File: config.mk
export PLATFORM = sky130hd
export DESIGN_NAME = ps2_keypad_decoder
export DESIGN_NICKNAME = d
export VERILOG_FILES = /design/src/rtl/ps2_pkg.sv /design/src/rtl/ps2_rx_frame.sv /design/src/rtl/ps2_keypad_decoder.sv
export SDC_FILE = /design/constraint.sdc
export NUM_CORES = 1
export LEC_CHECK = 0
export ABC_CLOCK_PERIOD_IN_PS = 2200
export BUFFER_PORTS_ARGS = -buffer_cell sky130_fd_sc_hd__buf_2
export CORE_ASPECT_RATIO = 0.75
export CORE_MARGIN = 4
export CORE_UTILIZATION = 45
export CTS_BUF_LIST = sky130_fd_sc_hd__clkbuf_4 sky130_fd_sc_hd__clkbuf_8
export CTS_CLUSTER_SIZE = 14
export DETAILED_ROUTE_END_ITERATION = 8
export PLACE_DENSITY = 0.64
export SETUP_SLACK_MARGIN = 0.5
export SLEW_MARGIN = 10
export SYNTH_ARGS = -nofsm -noshare
export SYNTH_HDL_FRONTEND = slang
export SYNTH_SLANG_ARGS = --single-unit
File: constraint.sdc
create_clock -name clk -period 2.2 [get_ports clk]
set_input_delay 0.44 -clock clk [delete_from_list [all_inputs] [get_ports clk]]
set_output_delay 0.44 -clock clk [all_outputs]
set_load 0.02 [all_outputs]
File: src/rtl/ps2_pkg.sv
// Shared constants and types for the PS/2 keypad decoder.
`timescale 1ns/1ps
package ps2_pkg;

    // Scan-code prefixes that modify the following code byte.
    localparam logic [7:0] PS2_BRK = 8'hF0;
    localparam logic [7:0] PS2_EXT = 8'hE0;

    // Default key mapping: key0=W, key1=A, key2=S, key3=D.
    localparam logic [31:0] PS2_DEFAULT_KEY_CODES = 32'h231B1C1D;

    // Receive frame position.
    typedef enum logic [1:0] {
        IDLE   = 2'd0,
        DATA   = 2'd1,
        PARITY = 2'd2,
        STOP   = 2'd3
    } frame_state_t;

    // True when the data byte plus its parity bit carry an odd number of ones.
    function automatic logic odd_parity_ok(input logic [7:0] data, input logic par);
        return ^{data, par};
    endfunction

endpackage

File: src/rtl/ps2_rx_frame.sv
// PS/2 frame receiver: input synchroniser, clock glitch filter, frame FSM
// and inter-edge timeout. Emits one byte_valid strobe per good frame and
// one err strobe per bad or aborted frame.
`timescale 1ns/1ps
module ps2_rx_frame
    import ps2_pkg::*;
#(
    parameter int SYNC_STAGES = 2,
    parameter int FILTER_LEN  = 8,
    parameter int TIMEOUT_CYC = 50000
) (
    input  logic       clk,
    input  logic       rst,
    input  logic       ps2_clk,
    input  logic       ps2_data,
    output logic [7:0] rx_byte,
    output logic       byte_valid,
    output logic       err
);

    localparam int CNT_W = (FILTER_LEN < 2) ? 1 : $clog2(FILTER_LEN + 1);
    localparam int TMO_W = $clog2(TIMEOUT_CYC + 1);

    logic [SYNC_STAGES-1:0] clk_sync_q, clk_sync_d;
    logic [SYNC_STAGES-1:0] data_sync_q, data_sync_d;
    logic [CNT_W-1:0]       filt_cnt_q, filt_cnt_d;
    logic                   filt_q, filt_d;
    logic                   fe_q, fe_d;

    frame_state_t           state_q, state_d;
    logic [2:0]             bit_cnt_q, bit_cnt_d;
    logic [7:0]             shift_q, shift_d;
    logic                   parity_q, parity_d;
    logic [TMO_W-1:0]       tmo_q, tmo_d;
    logic [7:0]             byte_q, byte_d;
    logic                   byte_valid_q, byte_valid_d;
    logic                   err_q, err_d;

    logic                   clk_s;
    logic                   din;

    assign clk_s = clk_sync_q[SYNC_STAGES-1];
    assign din   = data_sync_q[SYNC_STAGES-1];

    // Synchroniser shift and glitch filter: the filtered clock flips only
    // after FILTER_LEN consecutive samples disagree with it.
    always_comb begin
        clk_sync_d  = {clk_sync_q[SYNC_STAGES-2:0], ps2_clk};
        data_sync_d = {data_sync_q[SYNC_STAGES-2:0], ps2_data};
        filt_d      = filt_q;
        filt_cnt_d  = '0;
        if (clk_s != filt_q) begin
            if (filt_cnt_q == CNT_W'(FILTER_LEN - 1)) begin
                filt_d = clk_s;
            end else begin
                filt_cnt_d = filt_cnt_q + 1'b1;
            end
        end
        fe_d = filt_q & ~filt_d;
    end

    // Synchroniser and filter state; lines idle high.
    always_ff @(posedge clk or posedge rst) begin
        if (rst) begin
            clk_sync_q  <= '1;
            data_sync_q <= '1;
            filt_cnt_q  <= '0;
            filt_q      <= 1'b1;
            fe_q        <= 1'b0;
        end else begin
            clk_sync_q  <= clk_sync_d;
            data_sync_q <= data_sync_d;
            filt_cnt_q  <= filt_cnt_d;
            filt_q      <= filt_d;
            fe_q        <= fe_d;
        end
    end

    // Frame FSM next state, advancing on each filtered falling edge, with
    // the timeout overriding everything while a frame is in progress.
    always_comb begin
        state_d      = state_q;
        bit_cnt_d    = bit_cnt_q;
        shift_d      = shift_q;
        parity_d     = parity_q;
        tmo_d        = tmo_q;
        byte_d       = byte_q;
        byte_valid_d = 1'b0;
        err_d        = 1'b0;

        case (state_q)
            IDLE: begin
                tmo_d = '0;
                if (fe_q) begin
                    if (!din) begin
                        state_d   = DATA;
                        bit_cnt_d = 3'd0;
                    end else begin
                        err_d = 1'b1;
                    end
                end
            end
            DATA: begin
                if (fe_q) begin
                    shift_d   = {din, shift_q[7:1]};
                    bit_cnt_d = bit_cnt_q + 3'd1;
                    if (bit_cnt_q == 3'd7) begin
                        state_d = PARITY;
                    end
                end
            end
            PARITY: begin
                if (fe_q) begin
                    parity_d = din;
                    state_d  = STOP;
                end
            end
            STOP: begin
                if (fe_q) begin
                    if (!din || !odd_parity_ok(shift_q, parity_q)) begin
                        err_d = 1'b1;
                    end else begin
                        byte_d       = shift_q;
                        byte_valid_d = 1'b1;
                    end
                    state_d = IDLE;
                end
            end
            default: state_d = IDLE;
        endcase

        if (state_q != IDLE) begin
            if (fe_q) begin
                tmo_d = '0;
            end else if (tmo_q == TMO_W'(TIMEOUT_CYC - 1)) begin
                state_d = IDLE;
                err_d   = 1'b1;
                tmo_d   = '0;
            end else begin
                tmo_d = tmo_q + 1'b1;
            end
        end
    end

    // Frame FSM state and result registers.
    always_ff @(posedge clk or posedge rst) begin
        if (rst) begin
            state_q      <= IDLE;
            bit_cnt_q    <= 3'd0;
            shift_q      <= 8'h00;
            parity_q     <= 1'b0;
            tmo_q        <= '0;
            byte_q       <= 8'h00;
            byte_valid_q <= 1'b0;
            err_q        <= 1'b0;
        end else begin
            state_q      <= state_d;
            bit_cnt_q    <= bit_cnt_d;
            shift_q      <= shift_d;
            parity_q     <= parity_d;
            tmo_q        <= tmo_d;
            byte_q       <= byte_d;
            byte_valid_q <= byte_valid_d;
            err_q        <= err_d;
        end
    end

    assign rx_byte    = byte_q;
    assign byte_valid = byte_valid_q;
    assign err        = err_q;

endmodule

File: src/rtl/ps2_keypad_decoder.sv
// PS/2 keyboard front end: frame receiver, F0/E0 prefix decode, and a
// per-key held/make map for a configurable set of non-extended codes.
`timescale 1ns/1ps
module ps2_keypad_decoder
    import ps2_pkg::*;
#(
    parameter int                      SYNC_STAGES = 2,
    parameter int                      FILTER_LEN  = 8,
    parameter int                      TIMEOUT_CYC = 50000,
    parameter int                      NUM_KEYS    = 4,
    parameter logic [NUM_KEYS*8-1:0]   KEY_CODES   = PS2_DEFAULT_KEY_CODES
) (
    input  logic                clk,
    input  logic                rst,
    input  logic                ps2_clk,
    input  logic                ps2_data,
    output logic [NUM_KEYS-1:0] key_down,
    output logic [NUM_KEYS-1:0] key_make,
    output logic                scan_valid,
    output logic [7:0]          scan_code,
    output logic                scan_break,
    output logic                scan_ext,
    output logic                frame_err
);

    logic [7:0]          rx_byte;
    logic                rx_valid;
    logic                rx_err;
    logic [NUM_KEYS-1:0] key_hit;

    logic                brk_q, brk_d;
    logic                ext_q, ext_d;
    logic                scan_valid_q, scan_valid_d;
    logic [7:0]          scan_code_q, scan_code_d;
    logic                scan_break_q, scan_break_d;
    logic                scan_ext_q, scan_ext_d;
    logic                frame_err_q, frame_err_d;
    logic [NUM_KEYS-1:0] key_down_q, key_down_d;
    logic [NUM_KEYS-1:0] key_make_q, key_make_d;

    ps2_rx_frame #(
        .SYNC_STAGES (SYNC_STAGES),
        .FILTER_LEN  (FILTER_LEN),
        .TIMEOUT_CYC (TIMEOUT_CYC)
    ) u_rx (
        .clk        (clk),
        .rst        (rst),
        .ps2_clk    (ps2_clk),
        .ps2_data   (ps2_data),
        .rx_byte    (rx_byte),
        .byte_valid (rx_valid),
        .err        (rx_err)
    );

    // Each key compares the received byte against its own code, so keys
    // sharing a code all respond.
    generate
        for (genvar gi = 0; gi < NUM_KEYS; gi++) begin : g_key_hit
            assign key_hit[gi] = (rx_byte == KEY_CODES[8*gi +: 8]);
        end
    endgenerate

    // Prefix tracking, scan-code output and key map update.
    always_comb begin
        brk_d        = brk_q;
        ext_d        = ext_q;
        scan_valid_d = 1'b0;
        scan_code_d  = scan_code_q;
        scan_break_d = scan_break_q;
        scan_ext_d   = scan_ext_q;
        frame_err_d  = rx_err;
        key_down_d   = key_down_q;
        key_make_d   = '0;

        if (rx_err) begin
            brk_d = 1'b0;
            ext_d = 1'b0;
        end else if (rx_valid) begin
            if (rx_byte == PS2_EXT) begin
                ext_d = 1'b1;
            end else if (rx_byte == PS2_BRK) begin
                brk_d = 1'b1;
            end else begin
                scan_valid_d = 1'b1;
                scan_code_d  = rx_byte;
                scan_break_d = brk_q;
                scan_ext_d   = ext_q;
                brk_d        = 1'b0;
                ext_d        = 1'b0;
                if (!ext_q) begin
                    for (int i = 0; i < NUM_KEYS; i++) begin
                        if (key_hit[i]) begin
                            if (brk_q) begin
                                key_down_d[i] = 1'b0;
                            end else begin
                                key_down_d[i] = 1'b1;
                                key_make_d[i] = ~key_down_q[i];
                            end
                        end
                    end
                end
            end
        end
    end

    // Decoder output and prefix registers.
    always_ff @(posedge clk or posedge rst) begin
        if (rst) begin
            brk_q        <= 1'b0;
            ext_q        <= 1'b0;
            scan_valid_q <= 1'b0;
            scan_code_q  <= 8'h00;
            scan_break_q <= 1'b0;
            scan_ext_q   <= 1'b0;
            frame_err_q  <= 1'b0;
            key_down_q   <= '0;
            key_make_q   <= '0;
        end else begin
            brk_q        <= brk_d;
            ext_q        <= ext_d;
            scan_valid_q <= scan_valid_d;
            scan_code_q  <= scan_code_d;
            scan_break_q <= scan_break_d;
            scan_ext_q   <= scan_ext_d;
            frame_err_q  <= frame_err_d;
            key_down_q   <= key_down_d;
            key_make_q   <= key_make_d;
        end
    end

    assign key_down   = key_down_q;
    assign key_make   = key_make_q;
    assign scan_valid = scan_valid_q;
    assign scan_code  = scan_code_q;
    assign scan_break = scan_break_q;
    assign scan_ext   = scan_ext_q;
    assign frame_err  = frame_err_q;

endmodule

==> summary.txt <==
Synthesis
  – Distinct cells, synth: 45
  – Synthesized area: 3290 um^2
  – #FFs+latches synth: 72
  – Average cell area after synthesis: 12.2 um^2
  – Largest area contributor in the netlist: dfrtp_1
  – Syn Inst Count: 269
  – Syn nets: 281
  – Largest cells by area after synthesis: dfrtp_1, mux2_2, mux2_4
  – Most common cell in the netlist: dfrtp_1
  – Register area share after synthesis: 54.9%
  – Top cells by count, synth: dfrtp_1, nor2_1, mux2_2
  – Async S/R FF share, synth: 100%
  – Top_reg_cell synth: dfrtp_1
  – Yosys warns: 0
  – EDFF count, synth: 0
  – Share of the synthesized area in the top cell type: 50.9%

Die
  – Core area: 6960 um^2
  – Top Ports: 24
  – Starting Density: 47.3%
  – Die Span Y: 82.1 um
  – Die area: 8770 um^2
  – Die Wd: 107 um
  – Row count: 26

Placement
  – PortBufs: 23
  – GPL Wtd Cong: 0.758
  – Dpl cell area: 3550 um^2
  – DPL Wire Length: 3700 um

Clock tree
  – # clock sinks: 72
  – Clock Tree Root: clkbuf_8
  – Clock Latency Late Sink: 0.35 ns
  – Worst-path clk slew: 0.07 ns
  – CTS tree: yes
  – Total CTS buffers: 9
  – Htree depth: 3
  – Longest Clk Path Bufs: 2

Routing
  – Drt total wl: 5840 um
  – Mean number of vias per cell: 5.03
  – Via count: 2,098
  – First-pass iteration count of the detailed router: 4
  – DRC: 0
  – Average wire per standard cell: 14.0 um
  – Drt first-iter violations: 92
  – Final ANT Viol Nets: 0

Min path
  – HP Start: ps2_data
  – Hold-critical path depth: 1
  – Hold WC Path Type: input pin to flip-flop
  – Hold EP: u_rx.data_sync_q[0]

STA
  – Final Critical Period: 1.85 ns
  – Max Slew Vio Count: 0
  – Hold WS: 0.188 ns
  – FMAX: 541 MHz
  – RSZ-0062 raised after global routing: true
  – Worst slew pin tran: 0.408 ns
  – Slew HR: 72.8%
  – Worst Clk Skew: 0.0100 ns
  – Hold Vio Cnt, Final: 0
  – Setup-failing EPs final: 0
  – Setup_tns: 0 ns
  – Crit share post-route: 84.1%

Global routing
  – Vias in the first global route: 2,112
  – First-pass GRT wire length: 10,100 um
  – Largest net degree at the start of global routing: 66
  – Initial antenna violation count: 0
  – Congestion Overflow GR: 0
  – Total global-route track usage: 14.9%

Power
  – Max VDD drop: 608 uV
  – Power per Cell Area: 645 nW/um^2
  – Total power: 2.59 mW
  – Static Leak: 1.93 nW

Cells and area
  – Diode count: 0
  – Area delta synth->final: 21.7%
  – Fillers: 601
  – Layout cell share with drive strength beyond 1: 36.4%
  – Final instance area: 4010 um^2
  – # nets final: 326

Run status
  – Status: completed

Critical path
  – FF-to-FF path depth: 4
  – Required @ worst endpoint: 2.43 ns
  – Setup CP Type: flip-flop to flip-flop
  – Reg2reg setup slack: 0.35 ns
  – Setup crit start kind: flip-flop
  – Crit-path max FO: 6
  – R2R Path Start: u_rx.rx_byte[3]
  – Crit path DAT: 2.08 ns
  – Crit. End Element: flip-flop
  – Reg-to-Reg End: scan_code[5]

Run
  – Max-Cap Viols: 0
[final cells by class]
type / count / area, um^2 / share of cell area, %
clock buffer: 12 / 159 / 3.96
multi-input combinational: 179 / 1550 / 38.5
sequential: 72 / 1810 / 45.1
clock inverter: 4 / 52.6 / 1.31
tap: 98 / 123 / 3.06
timing repair buffer: 41 / 277 / 6.90
inverter: 11 / 45.0 / 1.12
[repair_timing]
action | CTS | global route
setup endpoints to repair | 49 | 50
setup buffers | 10 | 5
hold endpoints to repair | 4 | 0
gates resized for setup | 16 | 10
pin swaps | 4 | 1
hold buffers | 1 | 0
gates cloned | 1 | 0
[sequential cells by signal (all words and copies together), names as in the netlist, 3 cells and up]
| register | flops |
|---|---|
| u_rx.shift_q | 8 |
| key_down | 4 |
| key_make | 4 |
| u_rx.tmo_q | 16 |
| scan_code | 8 |
| u_rx.rx_byte | 8 |
| u_rx.bit_cnt_q | 3 |
| u_rx.filt_cnt_q | 4 |
[per-layer routing]
layer | share of wire (%) | vias up | wire [um] | GRT usage, %
met4 | 0.79 | 0 | 46 | 4.60
met1 | 52 | 1024 | 3060 | 20.4
met5 | 0 | - | 0 | 0
li1 | - | 1031 | - | -
met2 | 42 | 39 | 2440 | 22.1
met3 | 5.0 | 4 | 293 | 5.50
[worst max-delay path: stages (launching register included)]
cell and delay, ns:
dfrtp_1 0.40, or3b_1 0.39, or4_4 0.45, nor2b_4 0.19, mux2_4 0.30
[worst max-delay path by stage]
stage                          startpoint         endpoint  slack (ns)  cells after the start
after global placement    u_rx.shift_q[6]  u_rx.rx_byte[3]        0.26                      4
after global routing      u_rx.rx_byte[3]     scan_code[2]        0.30                      4
after floorplan           u_rx.rx_byte[3]       scan_break        0.34                      5
after CTS                 u_rx.shift_q[4]  u_rx.rx_byte[2]        0.35                      5
after detailed placement  u_rx.shift_q[6]  u_rx.rx_byte[3]        0.20                      4
final                     u_rx.rx_byte[3]     scan_code[5]        0.35                      4
[report_power, final]
part,switching [mW],internal (mW),leakage [nW]
sequential,0.0252,1.37,0.986
combinational,0.0595,0.0459,0.829
clock,0.491,0.600,0.110
[cells by family (layout without fill, tap and decap cells)]
logic type                 Yosys count  after routing  synth area share (%)
and+or+nand+nor                     88             89                  15.0
DFF                                 72             72                  54.9
AOI/OAI and AO/OA                   27             27                  5.09
adders and majority gates            8              8                  3.04
muxes                               34             34                  12.8
buffers and inverters               19             68                  2.66
xor gates and xnor gates            21             21                  6.46
[placed cells by master (no fill, tap or decap), types with 3 or more instances in the layout]
cell	Yosys	final
nor3_1	9	3
nor2b_1	7	7
a21oi_1	7	7
nor3_2	0	3
nor3_4	0	3
mux2i_1	5	5
xnor2_1	8	6
nand2_1	12	10
nand4_1	4	4
ha_1	8	6
buf_4	0	13
a31oi_1	3	3
and3_1	3	3
o21ai_0	8	8
buf_2	0	23
xor2_1	11	11
mux2_4	9	17
dfstp_2	5	5
buf_6	0	3
mux2_2	19	11
inv_1	11	10
and4_1	4	3
clkbuf_8	0	11
nand3_1	9	9
dfrtp_1	67	67
or3_4	0	3
nor2_1	21	20
[stage by stage]
step / util, % / worst slack [ns] / cells
after floorplan: - / 0.336 / 269
after global placement: 51.0 / 0.258 / 384
after detailed placement: 51.0 / 0.197 / 384
after CTS: 56.5 / 0.348 / 412
after global routing: 57.6 / 0.297 / 417
final: 57.6 / 0.351 / 417
Note: power is estimated with default switching activity, not from simulation.
